--- src/rtl/score_ctrl_if.sv ---
// Hit-request / score bus between the collision logic, score controller and display side.
interface score_ctrl_if #(
    parameter int unsigned NUM_REQ = 4
);
    logic                   start;
    logic [NUM_REQ-1:0]     hit_req;
    logic [2*NUM_REQ-1:0]   hit_size;
    logic [NUM_REQ-1:0]     hit_ack;
    logic                   ship_hit;
    logic [15:0]            score_bcd;
    logic [15:0]            high_bcd;
    logic [2:0]             lives;
    logic [1:0]             state;
    logic                   game_over;

    // Game/collision side: raises requests and events, observes grants and score.
    modport master (
        output start, hit_req, hit_size, ship_hit,
        input  hit_ack, score_bcd, high_bcd, lives, state, game_over
    );

    // Score controller side.
    modport slave (
        input  start, hit_req, hit_size, ship_hit,
        output hit_ack, score_bcd, high_bcd, lives, state, game_over
    );
endinterface

--- src/rtl/score_ctrl.sv ---
// Score controller: round-robin hit arbitration, saturating BCD scoring,
// lives / high-score tracking and the idle/play/dying/over game FSM.
module score_ctrl #(
    parameter int unsigned NUM_REQ      = 4,
    parameter logic [15:0] PTS_LARGE    = 16'h0020,
    parameter logic [15:0] PTS_MED      = 16'h0050,
    parameter logic [15:0] PTS_SMALL    = 16'h0100,
    parameter int unsigned START_LIVES  = 3,
    parameter int unsigned DEATH_CYCLES = 8
) (
    input  logic         clk,
    input  logic         reset,
    score_ctrl_if.slave  bus
);
    localparam int unsigned PTR_W = (NUM_REQ > 1) ? $clog2(NUM_REQ) : 1;
    localparam int unsigned CNT_W = (DEATH_CYCLES > 1) ? $clog2(DEATH_CYCLES) : 1;

    typedef enum logic [1:0] {
        ST_IDLE  = 2'b00,
        ST_PLAY  = 2'b01,
        ST_DYING = 2'b10,
        ST_OVER  = 2'b11
    } state_e;

    state_e             state_q, state_d;
    logic [15:0]        score_q, score_d;
    logic [15:0]        high_q, high_d;
    logic [2:0]         lives_q, lives_d;
    logic [PTR_W-1:0]   rr_q, rr_d;
    logic [CNT_W-1:0]   cnt_q, cnt_d;

    logic               grant_vld_c;
    logic [PTR_W-1:0]   grant_idx_c;
    logic [PTR_W-1:0]   cand_c;
    logic [NUM_REQ-1:0] ack_c;
    logic [1:0]         size_c;
    logic [15:0]        pts_c;

    // Per-digit BCD add; a carry out of the thousands digit pins the result at 9999.
    function automatic logic [15:0] bcd_add_sat(input logic [15:0] a, input logic [15:0] b);
        logic [15:0] sum;
        logic [4:0]  dsum;
        logic        carry;
        sum   = '0;
        carry = 1'b0;
        for (int d = 0; d < 4; d++) begin
            dsum = 5'(a[4*d +: 4]) + 5'(b[4*d +: 4]) + 5'(carry);
            if (dsum > 5'd9) begin
                dsum  = dsum - 5'd10;
                carry = 1'b1;
            end else begin
                carry = 1'b0;
            end
            sum[4*d +: 4] = dsum[3:0];
        end
        return carry ? 16'h9999 : sum;
    endfunction

    // Round-robin search starting at the registered pointer; only grants in PLAY.
    always_comb begin
        grant_vld_c = 1'b0;
        grant_idx_c = '0;
        cand_c      = '0;
        if (state_q == ST_PLAY) begin
            for (int unsigned k = 0; k < NUM_REQ; k++) begin
                cand_c = PTR_W'((32'(rr_q) + k) % NUM_REQ);
                if (!grant_vld_c && bus.hit_req[cand_c]) begin
                    grant_vld_c = 1'b1;
                    grant_idx_c = cand_c;
                end
            end
        end
    end

    // One-hot grant and the size-weighted points of the winner.
    always_comb begin
        ack_c  = '0;
        size_c = 2'b00;
        for (int unsigned k = 0; k < NUM_REQ; k++) begin
            if (grant_vld_c && (PTR_W'(k) == grant_idx_c)) begin
                ack_c[k] = 1'b1;
                size_c   = bus.hit_size[2*k +: 2];
            end
        end
        case (size_c)
            2'b01:   pts_c = PTS_LARGE;
            2'b10:   pts_c = PTS_MED;
            2'b11:   pts_c = PTS_SMALL;
            default: pts_c = 16'h0000;
        endcase
    end

    // Game FSM next state, scoring, lives and high score.
    always_comb begin
        state_d = state_q;
        score_d = score_q;
        high_d  = high_q;
        lives_d = lives_q;
        rr_d    = rr_q;
        cnt_d   = cnt_q;
        case (state_q)
            ST_IDLE, ST_OVER: begin
                if (bus.start) begin
                    state_d = ST_PLAY;
                    score_d = 16'h0000;
                    lives_d = 3'(START_LIVES);
                    rr_d    = '0;
                end
            end
            ST_PLAY: begin
                if (grant_vld_c) begin
                    score_d = bcd_add_sat(score_q, pts_c);
                    rr_d    = (grant_idx_c == PTR_W'(NUM_REQ - 1)) ? '0 : grant_idx_c + PTR_W'(1);
                end
                // A same-cycle grant is already folded into score_d for the high-score compare.
                if (bus.ship_hit) begin
                    lives_d = lives_q - 3'd1;
                    if (lives_d == 3'd0) begin
                        state_d = ST_OVER;
                        if (score_d > high_q) begin
                            high_d = score_d;
                        end
                    end else begin
                        state_d = ST_DYING;
                        cnt_d   = CNT_W'(DEATH_CYCLES - 1);
                    end
                end
            end
            ST_DYING: begin
                if (cnt_q == '0) begin
                    state_d = ST_PLAY;
                end else begin
                    cnt_d = cnt_q - CNT_W'(1);
                end
            end
            default: state_d = ST_IDLE;
        endcase
    end

    // State registers; reset also clears the high score.
    always_ff @(posedge clk or posedge reset) begin
        if (reset) begin
            state_q <= ST_IDLE;
            score_q <= 16'h0000;
            high_q  <= 16'h0000;
            lives_q <= 3'd0;
            rr_q    <= '0;
            cnt_q   <= '0;
        end else begin
            state_q <= state_d;
            score_q <= score_d;
            high_q  <= high_d;
            lives_q <= lives_d;
            rr_q    <= rr_d;
            cnt_q   <= cnt_d;
        end
    end

    assign bus.hit_ack   = ack_c;
    assign bus.score_bcd = score_q;
    assign bus.high_bcd  = high_q;
    assign bus.lives     = lives_q;
    assign bus.state     = state_q;
    assign bus.game_over = (state_q == ST_OVER);

endmodule

--- src/flat_wrapper.sv ---
// flat-port wrapper written by rule: the top's interface ports become plain ports
module score_ctrl_flat 
#(
    parameter int unsigned NUM_REQ      = 4,
    parameter logic [15:0] PTS_LARGE    = 16'h0020,
    parameter logic [15:0] PTS_MED      = 16'h0050,
    parameter logic [15:0] PTS_SMALL    = 16'h0100,
    parameter int unsigned START_LIVES  = 3,
    parameter int unsigned DEATH_CYCLES = 8
)
  (clk, reset, bus_start, bus_hit_req, bus_hit_size, bus_ship_hit, bus_hit_ack, bus_score_bcd, bus_high_bcd, bus_lives, bus_state, bus_game_over);
  score_ctrl_if #(.NUM_REQ(NUM_REQ)) bus_i ();
  input  logic clk;
  input  logic reset;
  input wire logic [$bits(bus_i.start)-1:0] bus_start;
  input wire logic [$bits(bus_i.hit_req)-1:0] bus_hit_req;
  input wire logic [$bits(bus_i.hit_size)-1:0] bus_hit_size;
  input wire logic [$bits(bus_i.ship_hit)-1:0] bus_ship_hit;
  output wire logic [$bits(bus_i.hit_ack)-1:0] bus_hit_ack;
  output wire logic [$bits(bus_i.score_bcd)-1:0] bus_score_bcd;
  output wire logic [$bits(bus_i.high_bcd)-1:0] bus_high_bcd;
  output wire logic [$bits(bus_i.lives)-1:0] bus_lives;
  output wire logic [$bits(bus_i.state)-1:0] bus_state;
  output wire logic [$bits(bus_i.game_over)-1:0] bus_game_over;
  assign bus_i.start = bus_start;
  assign bus_i.hit_req = bus_hit_req;
  assign bus_i.hit_size = bus_hit_size;
  assign bus_i.ship_hit = bus_ship_hit;
  assign bus_hit_ack = bus_i.hit_ack;
  assign bus_score_bcd = bus_i.score_bcd;
  assign bus_high_bcd = bus_i.high_bcd;
  assign bus_lives = bus_i.lives;
  assign bus_state = bus_i.state;
  assign bus_game_over = bus_i.game_over;
  score_ctrl #(.NUM_REQ(NUM_REQ), .PTS_LARGE(PTS_LARGE), .PTS_MED(PTS_MED), .PTS_SMALL(PTS_SMALL), .START_LIVES(START_LIVES), .DEATH_CYCLES(DEATH_CYCLES)) u_core (.clk(clk), .reset(reset), .bus(bus_i));
endmodule
--- config.mk ---
export PLATFORM = sky130hd
export DESIGN_NAME = score_ctrl_flat
export DESIGN_NICKNAME = d
export VERILOG_FILES = /design/src/rtl/score_ctrl_if.sv /design/src/rtl/score_ctrl.sv /design/src/flat_wrapper.sv
export SDC_FILE = /design/constraint.sdc
export NUM_CORES = 1
export LEC_CHECK = 0
export CAP_MARGIN = 20
export CORE_UTILIZATION = 35
export DETAILED_ROUTE_END_ITERATION = 8
export PLACE_DENSITY = 0.68
export SLEW_MARGIN = 40
export SYNTH_ARGS = -nofsm -noshare
export SYNTH_HDL_FRONTEND = slang
export SYNTH_SLANG_ARGS = --single-unit
--- constraint.sdc ---
create_clock -name clk -period 9.1 [get_ports clk]
set_input_delay 1.82 -clock clk [delete_from_list [all_inputs] [get_ports clk]]
set_output_delay 1.82 -clock clk [all_outputs]
set_load 0.02 [all_outputs]
# Word-level counts from Yosys, hierarchy flattened
# Index checks and enable logic that the tools add are counted.
[op_classes] muxes=67 magnitude_cmp=9 eq_ne=16 n_reduce_logical=23 n_addsub=17
[ops] cell="2-to-1 mux 16 bit" count=4
[ops] cell="one-hot mux 16 bit (2 select lines)" count=1
[ops] cell="2-to-1 mux 2 bit" count=15
[ops] cell="2-to-1 mux 1 bit" count=29
[ops] cell="one-hot mux 9 bit (3 select lines)" count=1
[ops] cell="greater-than comparator 5 x 4 -> 1 bit (second input constant)" count=4
[ops] cell="greater-than comparator 16 bit" count=1
[ops] cell="2-to-1 mux 4 bit" count=4
[ops] cell="subtractor 4 bit (second input constant)" count=4
[ops] cell="adder 5 x 1 -> 5 bit" count=3
[ops] cell="2-to-1 mux 3 bit" count=5
[ops] cell="< comparator 2 x 3 -> 1 bit (second input constant)" count=4
[ops] cell="one-hot mux 3 bit (2 select lines)" count=2
[ops] cell="adder 4 x 4 -> 5 bit" count=2
[ops] cell="equality test 2 bit (second input constant)" count=5
[ops] cell="AND reduction 3 bit" count=3
[ops] cell="binary-select mux 1 bit (select 2 bit)" count=4
[ops] cell="!= test 2 bit (second input constant)" count=4
[ops] cell="AND reduction 4 bit" count=2
[ops] cell="logical AND 1 bit" count=7
[ops] cell="logical NOT 3 bit" count=2
[ops] cell="one-hot mux 2 bit (3 select lines)" count=1
[ops] cell="subtractor 3 x 1 -> 3 bit (second input constant)" count=2
[ops] cell="adder 4 x 1 -> 5 bit" count=1
[ops] cell="13 further kinds" count=22
[totals] register_bits=42 in_bits=16

# Depth between registers and ports, before layout
# Gate-level depths: netlist (run 1).
[logic_depth] depth_word=49 ltp_mapped=43

# Least setup slack after synthesis (run 1)
# Ideal clock, no wire load.
[synth_timing] path_kind="input-to-reg" from="input bus_hit_req[0]" to="register u_core.high_q[10], in the netlist u_core.bus.high_bcd[10]" arrival_time_ns=10.045 setup_time_ns=0.125 t_required_ns=8.975 path_stages=42 path_slack_ns=-1.070 cell_sequence="or4_1 > buf_2 > nand2_1 > buf_1 > nor2_1 > ha_1 > nand3b_1 > a21oi_1 > a21oi_1 > o21ai_0 > and2_1 > nor2b_1 > fa_1 > fa_1 > clkbuf_1 > nor3b_1 > a31oi_1 > o211a_1 > [... 6 more ...] > inv_1 > a21oi_1 > nor2_1 > ha_1 > ha_1 > nand2b_1 > nor2_1 > a211oi_1 > and2_1 > nor2_1 > ha_1 > nor2b_1 > o211ai_1 > a2111oi_0 > a211oi_1 > a21oi_2 > buf_2 > mux2_2"
[synth_between] elab_chain_cells=45
[synth_rtl] element="start, declared" line="flat_wrapper.sv:16" source="input wire logic [$bits(bus_i.hit_req)-1:0] bus_hit_req;"
[synth_rtl] element="binary-select mux 1 bit (select 2 bit)" line="score_ctrl.sv:67" source="if (!grant_vld_c && bus.hit_req[cand_c]) begin"
[synth_rtl] element="2-to-1 mux 1 bit (not written as such)" line="score_ctrl.sv:67"
[synth_rtl] element="2-to-1 mux 1 bit" line="score_ctrl.sv:67"
[synth_rtl] element="2-to-1 mux 1 bit" line="score_ctrl.sv:64" source="if (state_q == ST_PLAY) begin"
[synth_rtl] element="logical NOT 1 bit" line="score_ctrl.sv:67"
[synth_rtl] element="logical AND 1 bit" line="score_ctrl.sv:67"
[synth_rtl] element="2-to-1 mux 1 bit" line="score_ctrl.sv:67"
[synth_rtl] element="2-to-1 mux 1 bit" line="score_ctrl.sv:64"
[synth_rtl] element="[... 29 more ...]"
[synth_rtl] element="2-to-1 mux 1 bit" line="score_ctrl.sv:48" source="if (dsum > 5'd9) begin"
[synth_rtl] element="2-to-1 mux 1 bit" line="score_ctrl.sv:111" source="if (grant_vld_c) begin"
[synth_rtl] element="2-to-1 mux 1 bit" line="score_ctrl.sv:101" source="case (state_q)"
[synth_rtl] element="2-to-1 mux 16 bit" line="score_ctrl.sv:56" source="return carry ? 16'h9999 : sum;"
[synth_rtl] element="2-to-1 mux 16 bit *" line="score_ctrl.sv:111"
[synth_rtl] element="2-to-1 mux 16 bit *" line="score_ctrl.sv:101"
[synth_rtl] element="greater-than comparator 16 bit" line="score_ctrl.sv:120" source="if (score_d > high_q) begin"
[synth_rtl] element="AND reduction 4 bit (no line)"
[synth_rtl] element="end signal, assigned" line="score_ctrl.sv:152" source="high_q <= high_d;"
[synth_rtl] element="end, declared" line="score_ctrl.sv:27" source="logic [15:0] high_q, high_d;"
# Mark *: on every way between the ends. The rest lies on a longest branch, timed or not. The select of a mux whose other input is x is not followed.
# A chain may end at the register's enable or synchronous reset.

# Worst setup path in the final report (run 1)
[layout_timing] from="input bus_hit_req[1]" to="register u_core.high_q[1], in the netlist u_core.bus.high_bcd[1]"
# The elaborated chain is that of the path after synthesis.

==> results by group, run 1 <==
STA
  – Final WS setup: 0.1310 ns
  – Clock skew: 0.008473 ns
  – Final Max Tran Viols: 0
  – Final setup fails: 0
  – Worst-margin pin slew: between 0.6 and 0.7 ns
  – Final hold slack: 0.4688 ns
  – Tcrit/Tclk final: 98.56%
  – Endpoints failing hold: 0
  – RSZ-0062 raised after global routing: yes
  – Fmax: approximately 0.11 GHz
  – Worst slew margin: around 58%
  – Minimum clock period: 8.969 ns
  – Fin Setup TNS: 0 ns

CTS
  – CTS hold repair buffers: 0
  – Clock transition at path regs: 0.08 ns
  – Root buffer cell: clkbuf_8
  – Clock buffer depth: 2
  – CTS H-Tree Depth: 2
  – CTS Sinks: 42
  – Skew-Pair Late Insertion Delay: 0.30 ns
  – CTS buffer count: 5
  – CTS tree: done

Hold path
  – Hold Path End: u_core.cnt_q[0]$_DFFE_PP0P_
  – WHS Path Cells: 1
  – Worst min path class: reg2reg
  – Min-delay src: u_core.cnt_q[0]$_DFFE_PP0P_

Run
  – # Max-Cap Violations: 0

Pwr
  – Power, Total: 1036 uW
  – Worst vdd ir: 0.1155 mV
  – Leakage: 0.002231 uW
  – PwrDens: 204.2 mW/mm^2

Floorplanning
  – Starting density of the core: 35.89%
  – DIE WIDTH: about 100 um
  – Die area: 0.01033 mm^2
  – Die Ht: ~100 um
  – Core area: 0.009684 mm^2
  – I/O pins: between 50 and 60
  – Row Count: 36

Worst setup path
  – Crit path DAT: 9.15 ns
  – Crit. End Element: flip-flop
  – FF-to-FF setup slack: 1.15 ns
  – CP Max Fanout: 8
  – Setup CP Type: in2reg
  – CP Data Required Time: 9.28 ns
  – Worst R2R End: u_core.bus.high_bcd[1]$_DFFE_PP0P_
  – Crit start category: primary input
  – Slowest stage delay, CP: ~0.6 ns
  – CP max stage cell: fa_2
  – Worst r2r src: u_core.bus.state[1]$_DFFE_PP0P_
  – Cells on worst reg2reg path: 41
  – Most common cell on crit path: buf_6

Synth
  – Synth Warn #: 0
  – Synth area leaders: dfrtp_1, ha_1, inv_1
  – Synth top area share: 30.24%
  – Top_reg_cell synth: dfrtp_1
  – Async S/R FF share, synth: 100.0%
  – Syn Nets: 463
  – Yosys top cell by area: dfrtp_1
  – Number of synthesized flops with an enable pin: 0
  – Mapped Area: 0.003476 mm^2
  – Syn_area_per_cell: 8.540 um^2
  – Post-synth cell types: 56
  – Cells after Synth: 407
  – Sequential share of the synthesized area: 30.24%
  – #FFs+latches synth: 42

Route
  – Vias: 3,440
  – Post-DRT Antenna Nets: 0
  – DRT iter0 DRCs: between 150 and 200
  – TritonRoute pass-1 iters: 5
  – Via/cell ratio: 5.325
  – Drt drc: 0
  – Total Wirelength: about 10 mm
  – Wire length per cell: 15.06 um

Layout
  – Most common cell after layout, fill and taps aside: buf_4
  – # diodes: 0
  – Most frequent cells in the layout: buf_4, clkdlybuf4s50_1, dfrtp_1
  – Share of layout cells above drive strength 1: approximately 28%
  – Fin nets: 568
  – Design area: 0.005074 mm^2
  – Area grow syn2layout: 45.97%

Place
  – Cell Area, Placed: about 0.0046 mm^2
  – Detailed Place HPWL: 6.789 mm
  – I/O Buffers: 57
  – Placer congestion estimate: 0.8227
  – Setup WS pre-CTS: -0.6257 ns

Global route
  – Grt total ovfl: 0
  – Initial antenna violation count: 0
  – GRT Total Usage: 18.88%
  – Global-route wire length before repair: 15.36 mm
  – Largest net degree at the start of global routing: 43
  – Number of global-route vias before repair: 3,320

Outcome
  – Outcome: finished, final reports clean
layer usage:
layer	vias up	wire [um]	track usage (%)	share of wire (%)
met4	0	264	6.577	2.7
li1	1664	-	-	-
met1	1652	4179	24.19	43
met3	25	457	2.761	4.7
met5	-	0	0	0
met2	99	4825	32.38	50
report_power, final:
group          switching (uW)  internal (uW)
logic                     376            294
registers                30.7            208
clock network            66.5           61.0
total                     473            563
critical path: cells and delay by family:
family | cells | cell delay, ns
AOI/OAI and AO/OA | 11 | 1.67
buffers and inverters | 8 | 0.89
adders and majority gates | 8 | 2.50
muxes | 1 | 0.30
and+or+nand+nor | 13 | 1.95
Yosys cell counts (5+ instances only):
| library cell | instances |
|---|---|
| a31oi_1 | 8 |
| a22o_1 | 15 |
| mux2i_1 | 10 |
| o21ai_0 | 26 |
| ha_1 | 37 |
| dfrtp_1 | 42 |
| nand2_1 | 38 |
| a21oi_1 | 24 |
| nand4_1 | 5 |
| nor2b_1 | 10 |
| nand2b_1 | 6 |
| mux2_2 | 11 |
| clkbuf_1 | 16 |
| and2_1 | 6 |
| nand3_1 | 9 |
| and3_1 | 5 |
| inv_1 | 41 |
| nor2_1 | 28 |
how the worst max path moves through the flow:
| stage | start | end | cells past startpoint |
|---|---|---|---|
| 2_1_floorplan | bus_hit_req[0] | u_core.bus.high_bcd[10]$_DFFE_PP0P_ | 40 |
| 3_3_place_gp | bus_hit_req[0] | u_core.bus.high_bcd[1]$_DFFE_PP0P_ | 39 |
| 3_5_place_dp | bus_hit_req[2] | u_core.bus.high_bcd[2]$_DFFE_PP0P_ | 41 |
| 4_1_cts | bus_hit_req[1] | u_core.bus.high_bcd[2]$_DFFE_PP0P_ | 40 |
| 5_1_grt | bus_hit_req[3] | u_core.bus.high_bcd[2]$_DFFE_PP0P_ | 43 |
| 6_report | bus_hit_req[1] | u_core.bus.high_bcd[1]$_DFFE_PP0P_ | 41 |
registers in the layout (all words and copies together) (netlist names):
name,flops
u_core.bus.lives,3
u_core.bus.high_bcd,16
u_core.bus.score_bcd,16
u_core.cnt_q,3
u_core.bus.state,2
u_core.rr_q,2
layout make-up:
type                       instances  area (um^2)
clock inverter                     2        12.51
sequential                        42         1051
tap                              133        166.4
inverter                          41        158.9
fill                             844         4611
clock buffer                       6        82.58
multi-input combinational        304         2556
timing repair buffer             118         1046
stage by stage:
stage / utilization, % / std cells
3_3_place_gp: 47.18 / 623
3_5_place_dp: 47.26 / 623
6_report: 52.39 / 646
2_1_floorplan: - / 407
4_1_cts: 49.85 / 637
5_1_grt: 52.39 / 646
cells by family after synthesis:
logic type | Yosys count | share of synthesized area [%]
flip-flops | 42 | 30.24
adder cells (fa/ha/maj) | 40 | 15.05
XOR/XNOR | 4 | 1.008
AO/OA/AOI/OAI | 110 | 21.38
multiplexers | 22 | 6.875
AND/OR/NAND/NOR | 127 | 18.25
buffers and inverters | 62 | 7.199
timing repair:
item,in CTS,in global routing
cloned,1,0
gates resized for setup,35,52
setup endpoints to repair,16,16
pin swaps,21,39
setup buffers,5,9
(Power assumes the default switching activity.)
==> run 2, diff against run 1 <==
--- a/config.mk
+++ b/config.mk
@@ -9,7 +9,7 @@
 export CORE_UTILIZATION = 35
 export DETAILED_ROUTE_END_ITERATION = 8
 export PLACE_DENSITY = 0.68
-export SLEW_MARGIN = 40
+export REMOVE_ABC_BUFFERS = 1
 export SYNTH_ARGS = -nofsm -noshare
 export SYNTH_HDL_FRONTEND = slang
 export SYNTH_SLANG_ARGS = --single-unit
==> run 2 against run 1 <==
Via count about the same. Routed wire length up 3.7%. Non-clock buffer count up 12. Clock skew fell by 0.0021 ns. Critical path type unchanged. Sequential power is essentially flat. Die area unchanged. Utilization up 0.66 points. Sequential share of layout area decreased by 0.26 points. Largest power group unchanged. Critical endpoint is now u_core.bus.high_bcd[4]$_DFFE_PP0P_. First-iteration DRC count rose by 7.7%. Global-route usage increased by 0.98 points. Cell count increased by 1.4%.
==> results by group, run 2 (same netlist as run 1, synthesis figures left out) <==
Global route
  – Grt total ovfl: 0
  – Global-route wire length before repair: 16.15 mm
  – GRT Total Usage: 19.87%
  – Initial antenna violation count: 0
  – Number of global-route vias before repair: 3,360
  – Largest net degree at the start of global routing: 43

Floorplanning
  – Die area: 0.01033 mm^2
  – I/O pins: 58
  – Starting density of the core: a little over a third
  – Die Ht: 101.7 um
  – Core area: 0.009684 mm^2
  – DIE WIDTH: 101.7 um
  – Row Count: 36

STA
  – Worst-margin pin slew: 0.9449 ns
  – Final Max Tran Viols: 0
  – Clock skew: between 0.006 and 0.007 ns
  – Final setup fails: 0
  – Final WS setup: about 0.056 ns
  – RSZ-0062 raised after global routing: yes
  – Worst slew margin: 37.00%
  – Fmax: 0.1106 GHz
  – Endpoints failing hold: 0
  – Minimum clock period: 9.044 ns
  – Tcrit/Tclk final: about 100%

CTS
  – Clock transition at path regs: around 0.07 ns
  – CTS hold repair buffers: 0
  – Root buffer cell: clkbuf_8
  – Skew-Pair Late Insertion Delay: 0.29 ns
  – Clock buffer depth: 2
  – CTS tree: done
  – CTS Sinks: 42
  – CTS H-Tree Depth: 2
  – CTS buffer count: 5

Layout
  – Design area: 0.005137 mm^2
  – Area grow syn2layout: 47.80%
  – Share of layout cells above drive strength 1: 29.69%
  – Most frequent cells in the layout: buf_4, clkdlybuf4s50_1, dfrtp_1
  – Most common cell after layout, fill and taps aside: buf_4
  – # diodes: 0
  – Core Util, Final: approximately 53%
  – Non-Filler Instances: 655
  – Fin nets: 579

Pwr
  – Leakage: 0.002292 uW
  – Power, Total: approximately 1000 uW
  – Worst vdd ir: 0.1555 mV
  – PwrDens: 201.3 mW/mm^2

Route
  – Total Wirelength: 10.09 mm
  – Post-DRT Antenna Nets: 0
  – Via/cell ratio: about 5.3
  – Vias: 3,443
  – Wire length per cell: ~15 um
  – TritonRoute pass-1 iters: 4
  – DRT iter0 DRCs: about 210
  – Drt drc: 0

Place
  – I/O Buffers: 57
  – Detailed Place HPWL: 7.039 mm
  – Cell Area, Placed: 0.004571 mm^2
  – DP Cell Count: 636
  – Placer congestion estimate: between 0.8 and 0.9
  – Setup WS pre-CTS: -1.167 ns

Worst setup path
  – Crit. End Element: flip-flop
  – CP Max Fanout: 8
  – Crit start category: primary input
  – Slowest stage delay, CP: 0.62 ns
  – CP max stage cell: fa_2
  – Setup CP Type: in2reg
  – CP Data Required Time: 9.28 ns
  – Crit path DAT: between 9 and 10 ns

Outcome
  – Outcome: finished, final reports clean

Run
  – # Max-Cap Violations: 0

Hold path
  – Worst min path class: reg2reg
run 2: changes by cell type in the layout (fill, tap and decap cells not counted), sizes merged:
cell	delta
clkbuf	+3
buf	+9
inv	+1
a211oi	-1
clkinvlp	-1
clkinv	-2
run 2: per-stage QoR:
stage | hold slack, ns | TNS, ns
final | 0.4701 | 0
after global routing | 0.5008 | -3.008
after CTS | 0.4741 | 0
after detailed placement | 0.4663 | -18.10
after global placement | 0.4593 | -14.70
after floorplan | 0.4396 | -14.83
run 2: cell type report:
type	instances	area [um^2]
inverter	41	158.9
clock buffer	6	82.58
timing repair buffer	130	1135
fill	872	4547
tap	133	166.4
multi-input combinational	303	2544
sequential	42	1051
run 2: final timing paths:
kind                                                       from                                   to  slack [ns]  depth (start not counted)
worst min register to register      u_core.cnt_q[0]$_DFFE_PP0P_          u_core.cnt_q[0]$_DFFE_PP0P_        0.47                          1
worst min-delay path                u_core.cnt_q[0]$_DFFE_PP0P_          u_core.cnt_q[0]$_DFFE_PP0P_        0.47                          1
max in group asynchronous                                 reset  u_core.bus.score_bcd[4]$_DFFE_PP0P_        6.75                          3
min in group asynchronous                                 reset      u_core.bus.lives[1]$_DFFE_PP0P_        1.98                          3
worst max-delay path                             bus_hit_req[0]   u_core.bus.high_bcd[4]$_DFFE_PP0P_        0.06                         45
worst max register to register  u_core.bus.state[1]$_DFFE_PP0P_   u_core.bus.high_bcd[4]$_DFFE_PP0P_        1.18                         41
run 2: what timing repair did:
item	in CTS	in global routing
endpoints found under the setup margin	16	16
setup buffers	7	7
resized for setup	53	57
pin swaps	22	32
run 2: worst max-delay path: cells and delay by family:
| kind | cells | cell delay (ns) |
|---|---|---|
| adders and majority gates | 8 | 2.56 |
| AOI/OAI and AO/OA | 14 | 1.87 |
| and+or+nand+nor | 12 | 1.63 |
| buffers and inverters | 10 | 1.05 |
| muxes | 1 | 0.30 |
run 2: metal layers:
layer,track usage (%),vias to the layer above,routed length [um]
li1,-,1684,-
met1,25.51,1649,4240
met2,33.78,96,5179
met3,3.175,14,499
met4,6.912,0,165
met5,0,-,0
run 2: power breakdown:
group	switching, uW	leakage [uW]	total, uW	internal, uW
Combinational	380	0.00172	676	296
Sequential	31.3	0.000533	240	208
Clock	60.1	0.0000431	119	58.5
Total	472	0.00229	1030	563
==> run 3, diff against run 2 <==
--- a/config.mk
+++ b/config.mk
@@ -7,7 +7,9 @@
 export LEC_CHECK = 0
 export CAP_MARGIN = 20
 export CORE_UTILIZATION = 35
+export CTS_BUF_LIST = sky130_fd_sc_hd__clkbuf_8
 export DETAILED_ROUTE_END_ITERATION = 8
+export GPL_TIMING_DRIVEN = 0
 export PLACE_DENSITY = 0.68
 export REMOVE_ABC_BUFFERS = 1
 export SYNTH_ARGS = -nofsm -noshare
==> constraint.sdc (replaced) <==
create_clock -name clk -period 9.2 [get_ports clk]
set_input_delay 1.84 -clock clk [delete_from_list [all_inputs] [get_ports clk]]
set_output_delay 1.84 -clock clk [all_outputs]
set_load 0.02 [all_outputs]
==> run 3 against run 2 <==
Flip-flop and latch count unchanged. First-iteration DRC count is 18% lower. Die area unchanged. Global-route usage decreased by 1.4 points. Clock power barely moved. Utilization shrank 2.5 points. Critical path depth is 5 lower. Worst setup slack improved by 0.072 ns.
==> results by group, run 3 (same netlist as run 1, synthesis figures left out) <==
Outcome
  – Outcome: finished, final reports clean

CTS
  – Root buffer cell: clkbuf_8
  – Skew-Pair Late Insertion Delay: 0.29 ns
  – CTS buffer count: 5
  – Clock transition at path regs: 0.08 ns
  – CTS tree: done
  – Clock buffer depth: 2
  – CTS Sinks: 42
  – CTS H-Tree Depth: 2

Place
  – I/O Buffers: between 50 and 60
  – Cell Area, Placed: 0.004135 mm^2
  – Placer congestion estimate: about 0.84
  – Detailed Place HPWL: 6.332 mm
  – Setup WS pre-CTS: -3.050 ns

Global route
  – Grt total ovfl: 0
  – GRT Total Usage: 18.49%
  – Global-route wire length before repair: 15.30 mm
  – Initial antenna violation count: 0
  – Number of global-route vias before repair: 3,230
  – Largest net degree at the start of global routing: 43

Pwr
  – Worst vdd ir: 0.1067 mV
  – PwrDens: approximately 200 mW/mm^2
  – Comb pwr share: around 64%
  – Leakage: 0.002122 uW
  – Clock power share: about 12%
  – Sw frac: 46.00%
  – Power, Total: 995.5 uW
  – Psw: 457.9 uW
  – Sequential share of power: a little under a quarter
  – P_int: 537.6 uW

Route
  – Drt drc: 0
  – TritonRoute pass-1 iters: 7
  – Total Wirelength: 9.372 mm
  – DRT iter0 DRCs: 173
  – Vias: around 3.3k
  – Post-DRT Antenna Nets: 0
  – Wire length per cell: 15.14 um
  – Via/cell ratio: between 5 and 6

Floorplanning
  – Die Ht: 101.7 um
  – Core area: 0.009684 mm^2
  – DIE WIDTH: 101.7 um
  – Row Count: 36
  – Starting density of the core: 35.89%
  – I/O pins: 58
  – Die area: 0.01033 mm^2

Worst setup path
  – Most common cell on crit path: ha_4
  – Worst path depth: 40
  – Top delay family on crit path: adder cells
  – Worst path bufs/invs: 7
  – CP Max Fanout: 8
  – Crit start category: primary input
  – Crit. End Element: flip-flop
  – Slowest stage delay, CP: 0.61 ns
  – Worst R2R End: u_core.bus.high_bcd[12]$_DFFE_PP0P_
  – Cells on worst reg2reg path: 40
  – CP max stage cell: fa_2
  – Setup CP Type: in2reg
  – CP Data Required Time: 9.38 ns
  – Crit path DAT: 9.25 ns
  – Crit path launch: bus_hit_req[3]
  – Worst r2r src: u_core.bus.state[1]$_DFFE_PP0P_
  – Critical Path End: u_core.bus.high_bcd[12]$_DFFE_PP0P_
  – FF-to-FF setup slack: ~0.93 ns

Layout
  – Most common cell after layout, fill and taps aside: clkdlybuf4s50_1
  – Share of layout cells above drive strength 1: 23.87%
  – Filler instances: 882
  – Most frequent cells in the layout: clkdlybuf4s50_1, dfrtp_1, nand2_1
  – Fin nets: roughly 540
  – Core Util, Final: 50.56%
  – Multi-input logic area: around 0.0025 mm^2
  – # diodes: 0
  – Design area: approximately 0.0049 mm^2
  – Sequential Area: 0.001051 mm^2
  – Area grow syn2layout: 40.86%

Run
  – # Max-Cap Violations: 0

STA
  – Worst-margin pin slew: between 0.8 and 0.9 ns
  – Clock skew: 0.006875 ns
  – Tcrit/Tclk final: 98.61%
  – Fmax: 0.1102 GHz
  – Minimum clock period: 9.072 ns
  – Final Max Tran Viols: 0
  – Worst slew margin: approximately two fifths
  – Final setup fails: 0
  – Endpoints failing hold: 0
  – RSZ-0062 raised after global routing: yes
  – Final WS setup: 0.1283 ns

Hold path
  – Worst min path class: reg2reg
run 3: changes by cell type in the layout (fill, tap and decap cells not counted), sizes merged:
cell	previous run	this run
inv	41	42
buf	74	38
clkbuf	9	7
clkinv	0	1
run 3: per-stage QoR:
stage          std cells  hold WS, ns  TNS, ns
6_report             619       0.4832        0
5_1_grt              619       0.5056   -2.130
4_1_cts              604       0.4830        0
3_5_place_dp         578       0.4642   -56.77
3_3_place_gp         576       0.4597   -64.76
2_1_floorplan        386       0.4396   -13.55
run 3: power groups by stage:
| stage | Clock [uW] | Sequential [uW] | Combinational (uW) |
|---|---|---|---|
| after floorplan | 0 | 250 | 333 |
| after global placement | 0 | 237 | 487 |
| after detailed placement | 0 | 238 | 514 |
| after CTS | 125 | 236 | 586 |
| after global routing | 133 | 241 | 703 |
| final | 122 | 237 | 637 |
run 3: worst register-to-register path, delay by kind of cell, from the launching register on:
| kind | cells | cell delay [ns] |
|---|---|---|
| buffers and inverters | 8 | 0.99 |
| multiplexers | 1 | 0.29 |
| AO/OA/AOI/OAI | 11 | 1.70 |
| adder cells (fa/ha/maj) | 9 | 3.20 |
| AND/OR/NAND/NOR | 11 | 1.56 |
| flip-flops | 1 | 0.42 |
run 3: cell type report:
type / count / share of cell area, %
multi-input combinational: 303 / 51.98
sequential: 42 / 21.47
timing repair buffer: 92 / 18.04
tap: 133 / 3.399
inverter: 41 / 3.246
clock buffer: 6 / 1.687
clock inverter: 2 / 0.1789
run 3: timing repair:
item / CTS / global route
gates resized for setup: 64 / 57
cloned: 1 / 0
pin swaps: 24 / 37
hold buffers: 0 / 0
setup endpoints to repair: 30 / 16
setup buffers: 17 / 15
run 3: layer usage:
metal	vias to the layer above	track usage [%]	part of all wire, %
li1	1607	-	-
met1	1595	24.71	45
met2	73	31.86	50
met3	8	2.070	3.4
met4	0	4.459	1.0
met5	-	0	0
run 3: how the worst min path moves through the flow:
stage / depth (start not counted) / start / endpoint / slack (ns)
after floorplan: 1 / u_core.cnt_q[0]$_DFFE_PP0P_ / u_core.cnt_q[0]$_DFFE_PP0P_ / 0.44
after global placement: 1 / u_core.cnt_q[0]$_DFFE_PP0P_ / u_core.cnt_q[0]$_DFFE_PP0P_ / 0.46
after detailed placement: 1 / u_core.cnt_q[2]$_DFFE_PP0P_ / u_core.cnt_q[2]$_DFFE_PP0P_ / 0.46
after CTS: 1 / u_core.cnt_q[2]$_DFFE_PP0P_ / u_core.cnt_q[2]$_DFFE_PP0P_ / 0.48
after global routing: 1 / u_core.cnt_q[0]$_DFFE_PP0P_ / u_core.cnt_q[0]$_DFFE_PP0P_ / 0.51
final: 1 / u_core.cnt_q[0]$_DFFE_PP0P_ / u_core.cnt_q[0]$_DFFE_PP0P_ / 0.48
